<file path="config.mk">
export PLATFORM = sky130hd
export DESIGN_NAME = uart_tx_param
export DESIGN_NICKNAME = d
export VERILOG_FILES = /design/src/rtl/uart_pkg.sv /design/src/rtl/uart_baud_gen.sv /design/src/rtl/uart_tx_param.sv
export SDC_FILE = /design/constraint.sdc
export NUM_CORES = 1
export LEC_CHECK = 0
export CAP_MARGIN = 20
export CORE_MARGIN = 2
export CORE_UTILIZATION = 50
export CTS_CLUSTER_SIZE = 24
export DETAILED_ROUTE_END_ITERATION = 8
export HOLD_SLACK_MARGIN = 0.12
export PLACE_DENSITY = 0.72
export SYNTH_ARGS = -nofsm -noshare
export SYNTH_HDL_FRONTEND = slang
export SYNTH_HIERARCHICAL = 1
export SYNTH_SLANG_ARGS = --single-unit
</file>
<file path="constraint.sdc">
create_clock -name CLK -period 2.8 [get_ports CLK]
set_input_delay 0.84 -clock CLK [delete_from_list [all_inputs] [get_ports CLK]]
set_output_delay 0.84 -clock CLK [all_outputs]
set_load 0.02 [all_outputs]
</file>
<file path="src/rtl/uart_pkg.sv">
// rtl/uart_pkg.sv - shared UART definitions: parity modes, TX state encoding, baud counter width
package uart_pkg;

   localparam int PARITY_NONE = 0;
   localparam int PARITY_ODD  = 1;
   localparam int PARITY_EVEN = 2;

   typedef enum logic [2:0] {
      S_IDLE   = 3'd0,
      S_START  = 3'd1,
      S_DATA   = 3'd2,
      S_PARITY = 3'd3,
      S_STOP   = 3'd4
   } tx_state_t;

   // Width needed to count 0..div-1; never narrower than one bit.
   function automatic int baud_cnt_width(input int div);
      return (div < 2) ? 1 : $clog2(div);
   endfunction

endpackage

</file>
<file path="src/rtl/uart_baud_gen.sv">
// rtl/uart_baud_gen.sv - bit-period counter with enable/clear, flags the last cycle of each bit
// Ports:
//   clk, rst  - clock, asynchronous active-high reset
//   en        - count while high
//   clr       - synchronous clear to 0 (wins over en)
//   bit_end   - high in the final cycle (count == BAUD_DIV-1) of a bit period while enabled
module uart_baud_gen
   import uart_pkg::*;
#(
   parameter int BAUD_DIV = 434
) (
   input  logic clk,
   input  logic rst,
   input  logic en,
   input  logic clr,
   output logic bit_end
);

   localparam int CW = baud_cnt_width(BAUD_DIV);
   localparam logic [CW-1:0] LAST = CW'(BAUD_DIV - 1);

   logic [CW-1:0] cnt;

   always_ff @(posedge clk or posedge rst) begin
      if (rst) begin
         cnt <= '0;
      end else if (clr) begin
         cnt <= '0;
      end else if (en) begin
         cnt <= (cnt == LAST) ? '0 : cnt + 1'b1;
      end
   end

   assign bit_end = en && (cnt == LAST);

endmodule

</file>
<file path="src/rtl/uart_tx_param.sv">
// rtl/uart_tx_param.sv - parametrised UART transmitter (5-9 data bits, none/odd/even parity, 1-2 stop bits)
// Ports:
//   CLK, RST     - system clock, asynchronous active-high reset
//   TX_Data      - word to send, sampled only on acceptance (TX_Valid && TX_Ready)
//   TX_Valid     - send request
//   TX_Ready     - high when a word can be accepted
//   TX_Busy      - high while a frame is on the line
//   TX_Done_Sig  - one-cycle pulse as the last stop bit completes
//   TX_Pin_Out   - serial line, idles high, driven straight from a flop
module uart_tx_param
   import uart_pkg::*;
#(
   parameter int BAUD_DIV  = 434,
   parameter int DATA_BITS = 8,
   parameter int PARITY    = 0,
   parameter int STOP_BITS = 1
) (
   input  logic                 CLK,
   input  logic                 RST,
   input  logic [DATA_BITS-1:0] TX_Data,
   input  logic                 TX_Valid,
   output logic                 TX_Ready,
   output logic                 TX_Busy,
   output logic                 TX_Done_Sig,
   output logic                 TX_Pin_Out
);

   tx_state_t state_q, state_d;
   logic [DATA_BITS-1:0] shift_q, shift_d;
   logic [3:0]           bit_idx_q, bit_idx_d;
   logic                 stop_idx_q, stop_idx_d;
   logic                 par_q, par_d;
   logic                 pin_q, pin_d;
   logic                 ready_q, ready_d;
   logic                 busy_q, busy_d;
   logic                 done_q, done_d;
   logic                 bit_end;
   logic                 baud_clr;

   // Counter is held at 0 in IDLE and restarts on every state change.
   assign baud_clr = (state_q == S_IDLE) || (state_d != state_q);

   uart_baud_gen #(
      .BAUD_DIV(BAUD_DIV)
   ) u_baud (
      .clk     (CLK),
      .rst     (RST),
      .en      (state_q != S_IDLE),
      .clr     (baud_clr),
      .bit_end (bit_end)
   );

   always_ff @(posedge CLK or posedge RST) begin
      if (RST) begin
         state_q    <= S_IDLE;
         shift_q    <= '0;
         bit_idx_q  <= '0;
         stop_idx_q <= 1'b0;
         par_q      <= 1'b0;
         pin_q      <= 1'b1;
         ready_q    <= 1'b1;
         busy_q     <= 1'b0;
         done_q     <= 1'b0;
      end else begin
         state_q    <= state_d;
         shift_q    <= shift_d;
         bit_idx_q  <= bit_idx_d;
         stop_idx_q <= stop_idx_d;
         par_q      <= par_d;
         pin_q      <= pin_d;
         ready_q    <= ready_d;
         busy_q     <= busy_d;
         done_q     <= done_d;
      end
   end

   // Next-state logic also computes the next line level, so the pin flop
   // changes on the same edge as the state it belongs to.
   always_comb begin
      state_d    = state_q;
      shift_d    = shift_q;
      bit_idx_d  = bit_idx_q;
      stop_idx_d = stop_idx_q;
      par_d      = par_q;
      pin_d      = pin_q;
      ready_d    = ready_q;
      busy_d     = busy_q;
      done_d     = 1'b0;
      case (state_q)
         S_IDLE: begin
            pin_d   = 1'b1;
            ready_d = 1'b1;
            busy_d  = 1'b0;
            if (TX_Valid && ready_q) begin
               shift_d = TX_Data;
               par_d   = (PARITY == PARITY_ODD) ? ~^TX_Data : ^TX_Data;
               state_d = S_START;
               pin_d   = 1'b0;
               ready_d = 1'b0;
               busy_d  = 1'b1;
            end
         end
         S_START: begin
            if (bit_end) begin
               state_d   = S_DATA;
               bit_idx_d = '0;
               pin_d     = shift_q[0];
            end
         end
         S_DATA: begin
            if (bit_end) begin
               if (bit_idx_q == 4'(DATA_BITS - 1)) begin
                  if (PARITY != PARITY_NONE) begin
                     state_d = S_PARITY;
                     pin_d   = par_q;
                  end else begin
                     state_d    = S_STOP;
                     stop_idx_d = 1'b0;
                     pin_d      = 1'b1;
                  end
               end else begin
                  shift_d   = shift_q >> 1;
                  bit_idx_d = bit_idx_q + 4'd1;
                  pin_d     = shift_q[1];
               end
            end
         end
         S_PARITY: begin
            if (bit_end) begin
               state_d    = S_STOP;
               stop_idx_d = 1'b0;
               pin_d      = 1'b1;
            end
         end
         S_STOP: begin
            pin_d = 1'b1;
            if (bit_end) begin
               if (stop_idx_q == 1'(STOP_BITS - 1)) begin
                  state_d = S_IDLE;
                  done_d  = 1'b1;
                  ready_d = 1'b1;
                  busy_d  = 1'b0;
               end else begin
                  stop_idx_d = 1'b1;
               end
            end
         end
         default: begin
            state_d = S_IDLE;
            pin_d   = 1'b1;
            ready_d = 1'b1;
            busy_d  = 1'b0;
         end
      endcase
   end

   assign TX_Pin_Out  = pin_q;
   assign TX_Ready    = ready_q;
   assign TX_Busy     = busy_q;
   assign TX_Done_Sig = done_q;

endmodule

</file>
==> results of run 1 <==
-- through the flow --
step | setup slack [ps] | total power, mW | utilization
floorplan | 213 | 0.914 | -
detailed placement | 104 | 1.05 | 0.604
finish | 276 | 1.32 | 0.626
global placement | 350 | 1.04 | 0.604
global route | 87.0 | 1.39 | 0.626
CTS | 65.4 | 1.32 | 0.623
-- cell usage in the layout (no fill, tap or decap), types with 2 or more instances in the layout --
cell              n
a21oi_1           5
a2bb2oi_1         8
a31oi_1           2
and3_2            2
buf_4             5
clkbuf_4          3
clkdlybuf4s50_1  14
dfrtp_1          26
dfstp_2           2
ha_1              3
inv_1             7
mux2i_1           2
nand2_1          12
nand3_1           6
nand4_1           3
nor2_1           20
nor4_1            2
o21ai_0           3
o21ai_1           3
o22ai_1           9
o31ai_1           2
xnor2_1           2
xor2_1            3
-- worst max path at each step --
stage                  start            end  cells past startpoint
4_1_cts        u_baud/cnt[1]  u_baud/cnt[4]                     13
2_1_floorplan  u_baud/cnt[1]  u_baud/cnt[4]                     14
3_3_place_gp   u_baud/cnt[1]  u_baud/cnt[4]                     13
3_5_place_dp   u_baud/cnt[1]  u_baud/cnt[4]                     13
5_1_grt        u_baud/cnt[1]  u_baud/cnt[4]                     13
6_report       u_baud/cnt[1]  u_baud/cnt[4]                     13
-- per-layer routing --
| layer | vias to the layer above | share of wire |
|---|---|---|
| met5 | - | 0 |
| met2 | 25 | 0.52 |
| met3 | 7 | 0.030 |
| met1 | 625 | 0.43 |
| met4 | 0 | 0.021 |
| li1 | 583 | - |
-- what timing repair did --
| item | CTS | global route |
|---|---|---|
| setup endpoints to repair | 0 | 5 |
| buffers inserted | 0 | 0 |
| gates resized for setup | 0 | 2 |
| endpoints found under the hold margin | 0 | 0 |
-- cells by family after synthesis --
logic type / share of synthesized area
simple gates: 0.233
flops: 0.467
buf+inv: 0.0365
fa+ha+maj: 0.0249
compound gates: 0.197
xor+xnor: 0.0291
mux: 0.0133
-- sequential cells by signal, indices dropped and copies added, names as in the netlist --
register and flops:
u_baud/cnt 9, shift_q 8, bit_idx_q 4, state_q 3
TX_Busy 1, TX_Done_Sig 1, TX_Pin_Out 1, TX_Ready 1
-- final cells by class --
| class | instances | area [um^2] |
|---|---|---|
| Tap cell | 31 | 38.8 |
| Sequential cell | 28 | 703 |
| Multi-Input combinational cell | 111 | 757 |
| Clock inverter | 1 | 30.0 |
| Inverter | 7 | 26.3 |
| Fill cell | 251 | 1050 |
| Clock buffer | 3 | 22.5 |
| Timing Repair Buffer | 19 | 178 |
-- where the power goes --
group          internal, mW  switching (mW)
Combinational         0.204           0.210
Sequential            0.528           0.100
Clock                 0.145           0.128
Total                 0.877           0.439
==> results by group, run 1 <==
CTS
  • # hold bufs at CTS: 0
  • H-tree levels: 1
  • CTS Buf Count: 3
  • CTS tree: done
  • Max Buffers Root-to-Sink: 2
  • Clk slew on worst S/H paths: 160 ps
  • CTS Sinks: 28
  • Clk Latency, worst-skew pair: 340 ps
  • Clock root buffer: clkbuf_4

Detailed routing
  • Remaining DRCs: 0
  • Routed Wire Length: approximately 3200 um
  • Pre-antenna DRT Iters: 4
  • Per-cell routed wire length: 16.1 um
  • Vias/cell: 6.20
  • Vias: 1240
  • Post-DRT Antenna Nets: 0
  • Initial DRC count: 41

Floorplan
  • Rows: 19
  • Die W: about 59 um
  • Die area: around 3500 um^2
  • I/O Pins: 15
  • Core ar.: 2810 um^2
  • Die Y: ~59 um
  • Initial Utilization: 0.537

Synthesis
  • Synth area leaders: dfrtp_1, nor2_1, a2bb2oi_1, o22ai_1, dfstp_2
  • Yosys cell types: 44
  • Synthesized flop and latch total: 28
  • Top cells by instance count after synthesis: dfrtp_1, nor2_1, nand2_1, o22ai_1, a2bb2oi_1
  • Yosys Warn Count: 6
  • Seq/Total Area, Yosys: 0.467
  • Prevailing post-synth register cell: dfrtp_1
  • Synth area leader: dfrtp_1
  • Synth async-reset ratio: 1.00
  • Number of synthesized flops with an enable pin: 0
  • Syn Nets: 166
  • Cell Area, Synth: about 1500 um^2
  • Post-Syn Area per Cell: 9.91 um^2
  • Most numerous cell in the Yosys netlist: dfrtp_1
  • Top-area cell type share of the netlist area: 0.432
  • Post-synthesis cell count: about 150

Timing
  • Max-slew headroom: 0.528
  • Min Hold Slack: 507 ps
  • Tcrit/Tclk final: 0.902
  • Final Skew: 10.0 ps
  • FMAX: 396 MHz
  • Slew Limit Fails: 0
  • RSZ-0062 raised after global routing: no
  • Final worst path period need: 2520 ps
  • Final Hold Fails: 0
  • # setup viols final: 0
  • Worst Max-Slew Pin Slew: 707 ps
  • Post-route setup TNS: 0 ps

Power and ir drop
  • PwrDens: 750 nW/um^2
  • P_leak: 0.751 nW
  • Worst VDD drop: 429 uV

Run status
  • Status: complete, no violations

Global routing
  • Largest net degree at the start of global routing: 20
  • GRT busiest layer: met2
  • Number of global-route vias before repair: 1245
  • Met3 GRT Util: 0.0220
  • Met1 Usage GRT: 0.254
  • Remaining Overflow, GRT: 0
  • Antenna violations before repair: 0
  • Overall fraction of global-route tracks in use: 0.206
  • Met2 Track Usage GR: 0.368
  • Global-route wire length before repair: 5490 um

Critical path
  • Slowest stage cell on the critical path: dfrtp_1
  • End of the worst register-to-register path: u_baud/cnt[4]
  • Critical path buffer and inverter count: 2
  • Family with the most delay on the worst path: simple AND/OR/NAND/NOR gates
  • Critical path class: flop to flop
  • Cell count of the worst reg-to-reg path: 13
  • Worst endpoint required time: 3040 ps
  • Critical path arrival: 2760 ps
  • Reg2reg start: u_baud/cnt[1]
  • CP endpoint kind: flop
  • CP cell instances: inv_1, ha_1, and4b_1, nand2_1, nor2_2, inv_1, nand3_1, nand2_1, a31oi_2, or2_2, nand4_1, xor2_1, nor2_1
  • Worst reg-to-reg setup slack: 280 ps
  • Critical Path Fanout Max: 6
  • Crit path launch type: flop
  • Critical path's largest stage delay: around 440 ps

Worst hold path
  • Hold path endpoint: u_baud/cnt[8]
  • HP Class: flop to flop
  • Hold Path Origin: u_baud/cnt[8]
  • Hold depth: 1

Placement
  • Dpl cells: 196
  • Placed cell areas: 1690 um^2
  • Dpl hpwl: 2410 um
  • Final RePlAce weighted congestion: 0.846
  • PortBufs: 14

Final layout
  • Final cell count without fillers: 200
  • Layout area overhead: 16.5%
  • Antenna diodes: 0
  • Share of cells above drive strength 1: 0.148
  • Final nets: 184
  • Design area: 1760 um^2

Flow run
  • Max cap viols: 0
Power figures use the tool's default switching activity.
==> inputs of run 2 (changes only) <==
--- a/config.mk
+++ b/config.mk
@@ -5,13 +5,14 @@
 export SDC_FILE = /design/constraint.sdc
 export NUM_CORES = 1
 export LEC_CHECK = 0
-export CAP_MARGIN = 20
+export CAP_MARGIN = 10
 export CORE_MARGIN = 2
 export CORE_UTILIZATION = 50
 export CTS_CLUSTER_SIZE = 24
 export DETAILED_ROUTE_END_ITERATION = 8
-export HOLD_SLACK_MARGIN = 0.12
+export HOLD_SLACK_MARGIN = 0.05
 export PLACE_DENSITY = 0.72
+export REMOVE_ABC_BUFFERS = 1
 export SYNTH_ARGS = -nofsm -noshare
 export SYNTH_HDL_FRONTEND = slang
 export SYNTH_HIERARCHICAL = 1
==> run 2 against run 1 <==
Sequential share of layout area up 0.43 points. Worst hold slack better by 10 ps. First-iteration DRC count up 80%. Die area unchanged. Power down 6.2%. Combinational power about the same. Routed wire length down 5.4%. Global-route usage down 0.79 points. Largest power group unchanged. Core utilization down 0.67 points. Critical path type unchanged. Highest routed layer unchanged. Largest cell class unchanged. Clock skew down 1.0 ps. Fmax down 1.9%.
==> results by group, run 2 (synthesis results as in run 1) <==
Run status
  • Status: complete, no violations

Detailed routing
  • Pre-antenna DRT Iters: 4
  • Initial DRC count: between 70 and 80
  • Vias/cell: 6.06
  • Post-DRT Antenna Nets: 0
  • Routed Wire Length: ~3000 um
  • Per-cell routed wire length: 15.2 um
  • Remaining DRCs: 0
  • Vias: 1211

Floorplan
  • Die W: 58.9 um
  • Die area: 3470 um^2
  • Core ar.: 2810 um^2
  • Initial Utilization: 0.537
  • Die Y: around 59 um
  • Rows: 19
  • I/O Pins: 15

Global routing
  • Overall fraction of global-route tracks in use: 0.199
  • Number of global-route vias before repair: 1221
  • Antenna violations before repair: 0
  • Remaining Overflow, GRT: 0
  • Global-route wire length before repair: around 5300 um
  • Largest net degree at the start of global routing: 20

Timing
  • Worst Max-Slew Pin Slew: 697 ps
  • Max-slew headroom: 0.535
  • Tcrit/Tclk final: 0.919
  • # setup viols final: 0
  • Final worst slack: 228 ps
  • Final worst path period need: 2570 ps
  • Slew Limit Fails: 0
  • RSZ-0062 raised after global routing: no
  • Post-route setup TNS: 0 ps
  • Final Skew: 9.03 ps
  • FMAX: around 390 MHz
  • Final Hold Fails: 0

Final layout
  • Antenna diodes: 0
  • Share of cells above drive strength 1: 0.142
  • Most frequent cells in the layout: dfrtp_1, nor2_1, clkdlybuf4s50_1
  • Post-Route Utilization: 0.619
  • FILL cells: 233
  • Final nets: 184
  • Final cell count without fillers: 200
  • Layout area overhead: 15.3%
  • Max reg flops: 9
  • Commonest non-fill, non-tap cell in the layout: dfrtp_1
  • Largest register by flop count: u_baud/cnt
  • Largest regs: u_baud/cnt x9, shift_q x8, bit_idx_q x4

CTS
  • Clock root buffer: clkbuf_4
  • Post-CTS setup buffer count: 0
  • Max Buffers Root-to-Sink: 2
  • CTS tree: done
  • Post_cts resized: 0
  • Clk slew on worst S/H paths: 150 ps
  • # hold bufs at CTS: 0
  • H-tree levels: 1
  • CTS Buf Count: 3
  • Clk Latency, worst-skew pair: 320 ps
  • CTS Sinks: 28

Critical path
  • Critical path class: flop to flop
  • CP endpoint kind: flop
  • Worst endpoint required time: 3020 ps
  • Critical Path Fanout Max: 6
  • Crit path launch type: flop
  • Critical path arrival: 2790 ps
  • Cell count of the worst reg-to-reg path: 14

Power and ir drop
  • Final Total Pwr: between 1 and 1.5 mW
  • Worst VDD drop: 398 uV
  • PwrDens: around 700 nW/um^2
  • P_leak: 0.744 nW

Placement
  • Dpl hpwl: roughly 2300 um
  • Dpl cells: 196
  • DP Worst Slack: 237 ps
  • Final RePlAce weighted congestion: 0.906
  • PortBufs: 14

Worst hold path
  • Hold depth: 1
  • HP Class: flop to flop

Flow run
  • Max cap viols: 0
-- run 2: area by class of cell --
cell class	instances	area, um^2	area share
flip-flops and latches	28	703	0.405
multi-input cells	111	754	0.434
well taps	31	38.8	0.0223
repair buffers	19	178	0.102
clock buffers	4	36.3	0.0209
inverters	7	26.3	0.0151
-- run 2: final timing paths --
| path | from | end | slack [ps] |
|---|---|---|---|
| max | u_baud/cnt[1] | u_baud/cnt[6] | 230 |
| min | u_baud/cnt[8] | u_baud/cnt[8] | 520 |
| max reg2reg | u_baud/cnt[1] | u_baud/cnt[6] | 230 |
| min reg2reg | u_baud/cnt[8] | u_baud/cnt[8] | 520 |
| max in group asynchronous | RST | bit_idx_q[3] | 1420 |
| min in group asynchronous | RST | u_baud/cnt[0] | 780 |
-- run 2: worst max-delay path: stages (launching register included) --
cell and delay, ps:
dfrtp_1 430, inv_1 80, ha_1 140, and4b_1 230, nand2_1 100, nor2_1 170, buf_4 190, inv_1 100
nand3_1 140, nand2_1 80, a31oi_2 240, or2_2 230, nand4_1 130, xor2_1 160, nor2_1 50
-- run 2: power by group --
part	switching, mW	leakage [nW]	internal, mW
logic	0.209	0.375	0.205
clock network	0.113	0.0210	0.0796
registers	0.0993	0.349	0.528
total	0.421	0.744	0.813
-- run 2: per-stage QoR --
stage               hold WS, ps  instance area [um^2]
global placement            475                  1690
CTS                         524                  1730
detailed placement          505                  1690
floorplan                   443                  1480
finish                      517                  1740
global route                538                  1740
-- run 2: routing by layer --
metal | vias to the layer above | GRT usage | wire (um)
met5 | - | 0 | 0
met4 | 0 | 0.0487 | 29
met3 | 4 | 0.0462 | 124
met2 | 33 | 0.333 | 1490
met1 | 585 | 0.260 | 1400
li1 | 589 | - | -
==> inputs of run 3 (changes only) <==
--- a/config.mk
+++ b/config.mk
@@ -6,12 +6,13 @@
 export NUM_CORES = 1
 export LEC_CHECK = 0
 export CAP_MARGIN = 10
+export CORE_ASPECT_RATIO = 1.4
 export CORE_MARGIN = 2
-export CORE_UTILIZATION = 50
+export CORE_UTILIZATION = 55
 export CTS_CLUSTER_SIZE = 24
 export DETAILED_ROUTE_END_ITERATION = 8
 export HOLD_SLACK_MARGIN = 0.05
-export PLACE_DENSITY = 0.72
+export PLACE_DENSITY = 0.75
 export REMOVE_ABC_BUFFERS = 1
 export SYNTH_ARGS = -nofsm -noshare
 export SYNTH_HDL_FRONTEND = slang
==> constraint.sdc (replaced) <==
create_clock -name CLK -period 3 [get_ports CLK]
set_input_delay 0.9 -clock CLK [delete_from_list [all_inputs] [get_ports CLK]]
set_output_delay 0.9 -clock CLK [all_outputs]
set_load 0.02 [all_outputs]
==> run 3 against run 2 <==
Core utilization rose by 4.2 points. Combinational power fell by 6.0%. Final cell count rose by 2.0%. Cell area decreased by 0.43%. Clock power decreased by 3%. Routed wire length up 6.8%. Die area fell by 8.3%. Worst hold slack lost 3.9 ps. Register-to-register slack better by 120 ps. Via count rose by 0.99%. Sequential cell count is the same. Critical endpoint unchanged. Highest routed layer unchanged.
==> results by group, run 3 (synthesis results as in run 1) <==
Detailed routing
  • Per-cell routed wire length: 15.9 um
  • Met1 WL: roughly 1200 um
  • Routed wl met2: 1840 um
  • Post-DRT Antenna Nets: 0
  • Remaining DRCs: 0
  • Vias/cell: ~6.0
  • Vias: about 1200
  • DR WL met3: approximately 82 um
  • Pre-antenna DRT Iters: 4
  • Routed Wire Length: roughly 3200 um
  • Initial DRC count: 37
  • Highest Signal Layer: met4

Power and ir drop
  • PwrDens: 676 nW/um^2
  • Worst VDD drop: 505 uV
  • P_leak: 0.739 nW

Floorplan
  • I/O Pins: 15
  • Rows: 22
  • Die W: 48.2 um
  • Initial Utilization: 0.576
  • Die Y: 65.9 um
  • Core ar.: roughly 2600 um^2
  • Die area: 3180 um^2

Timing
  • Final Hold Fails: 0
  • Final Skew: about 4.1 ps
  • Worst Max-Slew Pin Slew: 721 ps
  • Slew Limit Fails: 0
  • Max-slew headroom: 0.518
  • Min Hold Slack: 513 ps
  • RSZ-0062 raised after global routing: no
  • Final worst slack: 346 ps
  • Final worst path period need: 2650 ps
  • Tcrit/Tclk final: 0.885
  • Post-route setup TNS: 0 ps
  • # setup viols final: 0
  • FMAX: 377 MHz

Worst hold path
  • Hold depth: 1
  • Hold path endpoint: u_baud/cnt[8]
  • Hold Path Origin: u_baud/cnt[8]
  • HP Class: flop to flop

CTS
  • CTS Buf Count: 3
  • H-tree levels: 1
  • CTS Sinks: 28
  • Post_cts resized: 0
  • Clk slew on worst S/H paths: 150 ps
  • Max Buffers Root-to-Sink: 2
  • Post-CTS setup buffer count: 0
  • # hold bufs at CTS: 0
  • Clock root buffer: clkbuf_4
  • Clk Latency, worst-skew pair: 330 ps
  • CTS tree: done

Global routing
  • Number of global-route vias before repair: 1252
  • Global-route wire length before repair: 5290 um
  • Overall fraction of global-route tracks in use: 0.236
  • Antenna violations before repair: 0
  • Largest net degree at the start of global routing: 20
  • Remaining Overflow, GRT: 0

Critical path
  • CP endpoint kind: flop
  • Cell count of the worst reg-to-reg path: 12
  • Critical Path Fanout Max: 9
  • Worst setup path start: state_q[1]
  • End of the worst register-to-register path: u_baud/cnt[6]
  • Critical path class: flop to flop
  • Worst endpoint required time: 3230 ps
  • Reg2reg start: state_q[1]
  • Critical path arrival: approximately 2900 ps
  • Worst reg-to-reg setup slack: 350 ps
  • Critical path buffer and inverter count: 3
  • Crit path launch type: flop
  • CP cell instances: inv_1, nand2_1, inv_1, nor2_1, inv_1, nand3_1, nand2_1, a31oi_1, or2_2, nand4_1, xor2_1, nor2_1
  • Family with the most delay on the worst path: simple AND/OR/NAND/NOR gates
  • Slowest stage cell on the critical path: dfrtp_1
  • Worst path most repeated cell: inv_1
  • Critical path's largest stage delay: a little under 600 ps

Flow run
  • Max cap viols: 0

Final layout
  • Largest register by flop count: u_baud/cnt
  • Largest regs: u_baud/cnt x9, shift_q x8, bit_idx_q x4
  • Most frequent cells in the layout: dfrtp_1, nor2_1, clkdlybuf4s50_1
  • Max reg flops: 9
  • Final nets: ~180
  • Layout area overhead: 14.8%
  • Post-Route Utilization: 0.661
  • Antenna diodes: 0
  • Share of cells above drive strength 1: 0.131
  • Commonest non-fill, non-tap cell in the layout: dfrtp_1

Placement
  • Final RePlAce weighted congestion: about 0.90
  • PortBufs: 14
  • Dpl hpwl: 2490 um
  • DP Worst Slack: 424 ps

Run status
  • Status: complete, no violations
==> run 3: changes by cell type in the layout (fill, tap and decap cells not counted) <==
cell     before  now
buf_4         5    4
a31oi_2       1    0
a31oi_1       2    3
==> run 3: worst max path at each step <==
| stage | to | slack, ps | cells after the start |
|---|---|---|---|
| after floorplan | u_baud/cnt[4] | 260 | 11 |
| after detailed placement | u_baud/cnt[6] | 420 | 13 |
| after CTS | u_baud/cnt[6] | 380 | 12 |
| after global placement | u_baud/cnt[4] | 550 | 12 |
| after global routing | u_baud/cnt[6] | 100 | 12 |
| final | u_baud/cnt[6] | 350 | 12 |
==> run 3: layout make-up <==
type | count | area, um^2
sequential | 28 | 703
timing repair buffer | 18 | 170
clock buffer | 4 | 36.3
multi-input combinational | 111 | 748
inverter | 7 | 26.3
tap | 36 | 45.0
fill | 232 | 886
==> run 3: where the power goes <==
part	total (mW)	internal, mW	switching, mW
clock network	0.188	0.0744	0.113
registers	0.592	0.493	0.0988
logic	0.389	0.191	0.199
==> run 3: metrics by stage <==
step / instances / power [mW] / cell area [um^2]
2_1_floorplan: 146 / 0.845 / 1480
3_3_place_gp: 200 / 0.966 / 1690
3_5_place_dp: 200 / 0.991 / 1690
4_1_cts: 204 / 1.17 / 1730
5_1_grt: 204 / 1.24 / 1730
6_report: 204 / 1.17 / 1730
==> run 3: routing by layer <==
metal / up-vias / track usage
met5: - / 0
met4: 0 / 0.105
met3: 8 / 0.0328
met2: 24 / 0.439
met1: 603 / 0.238
li1: 588 / -
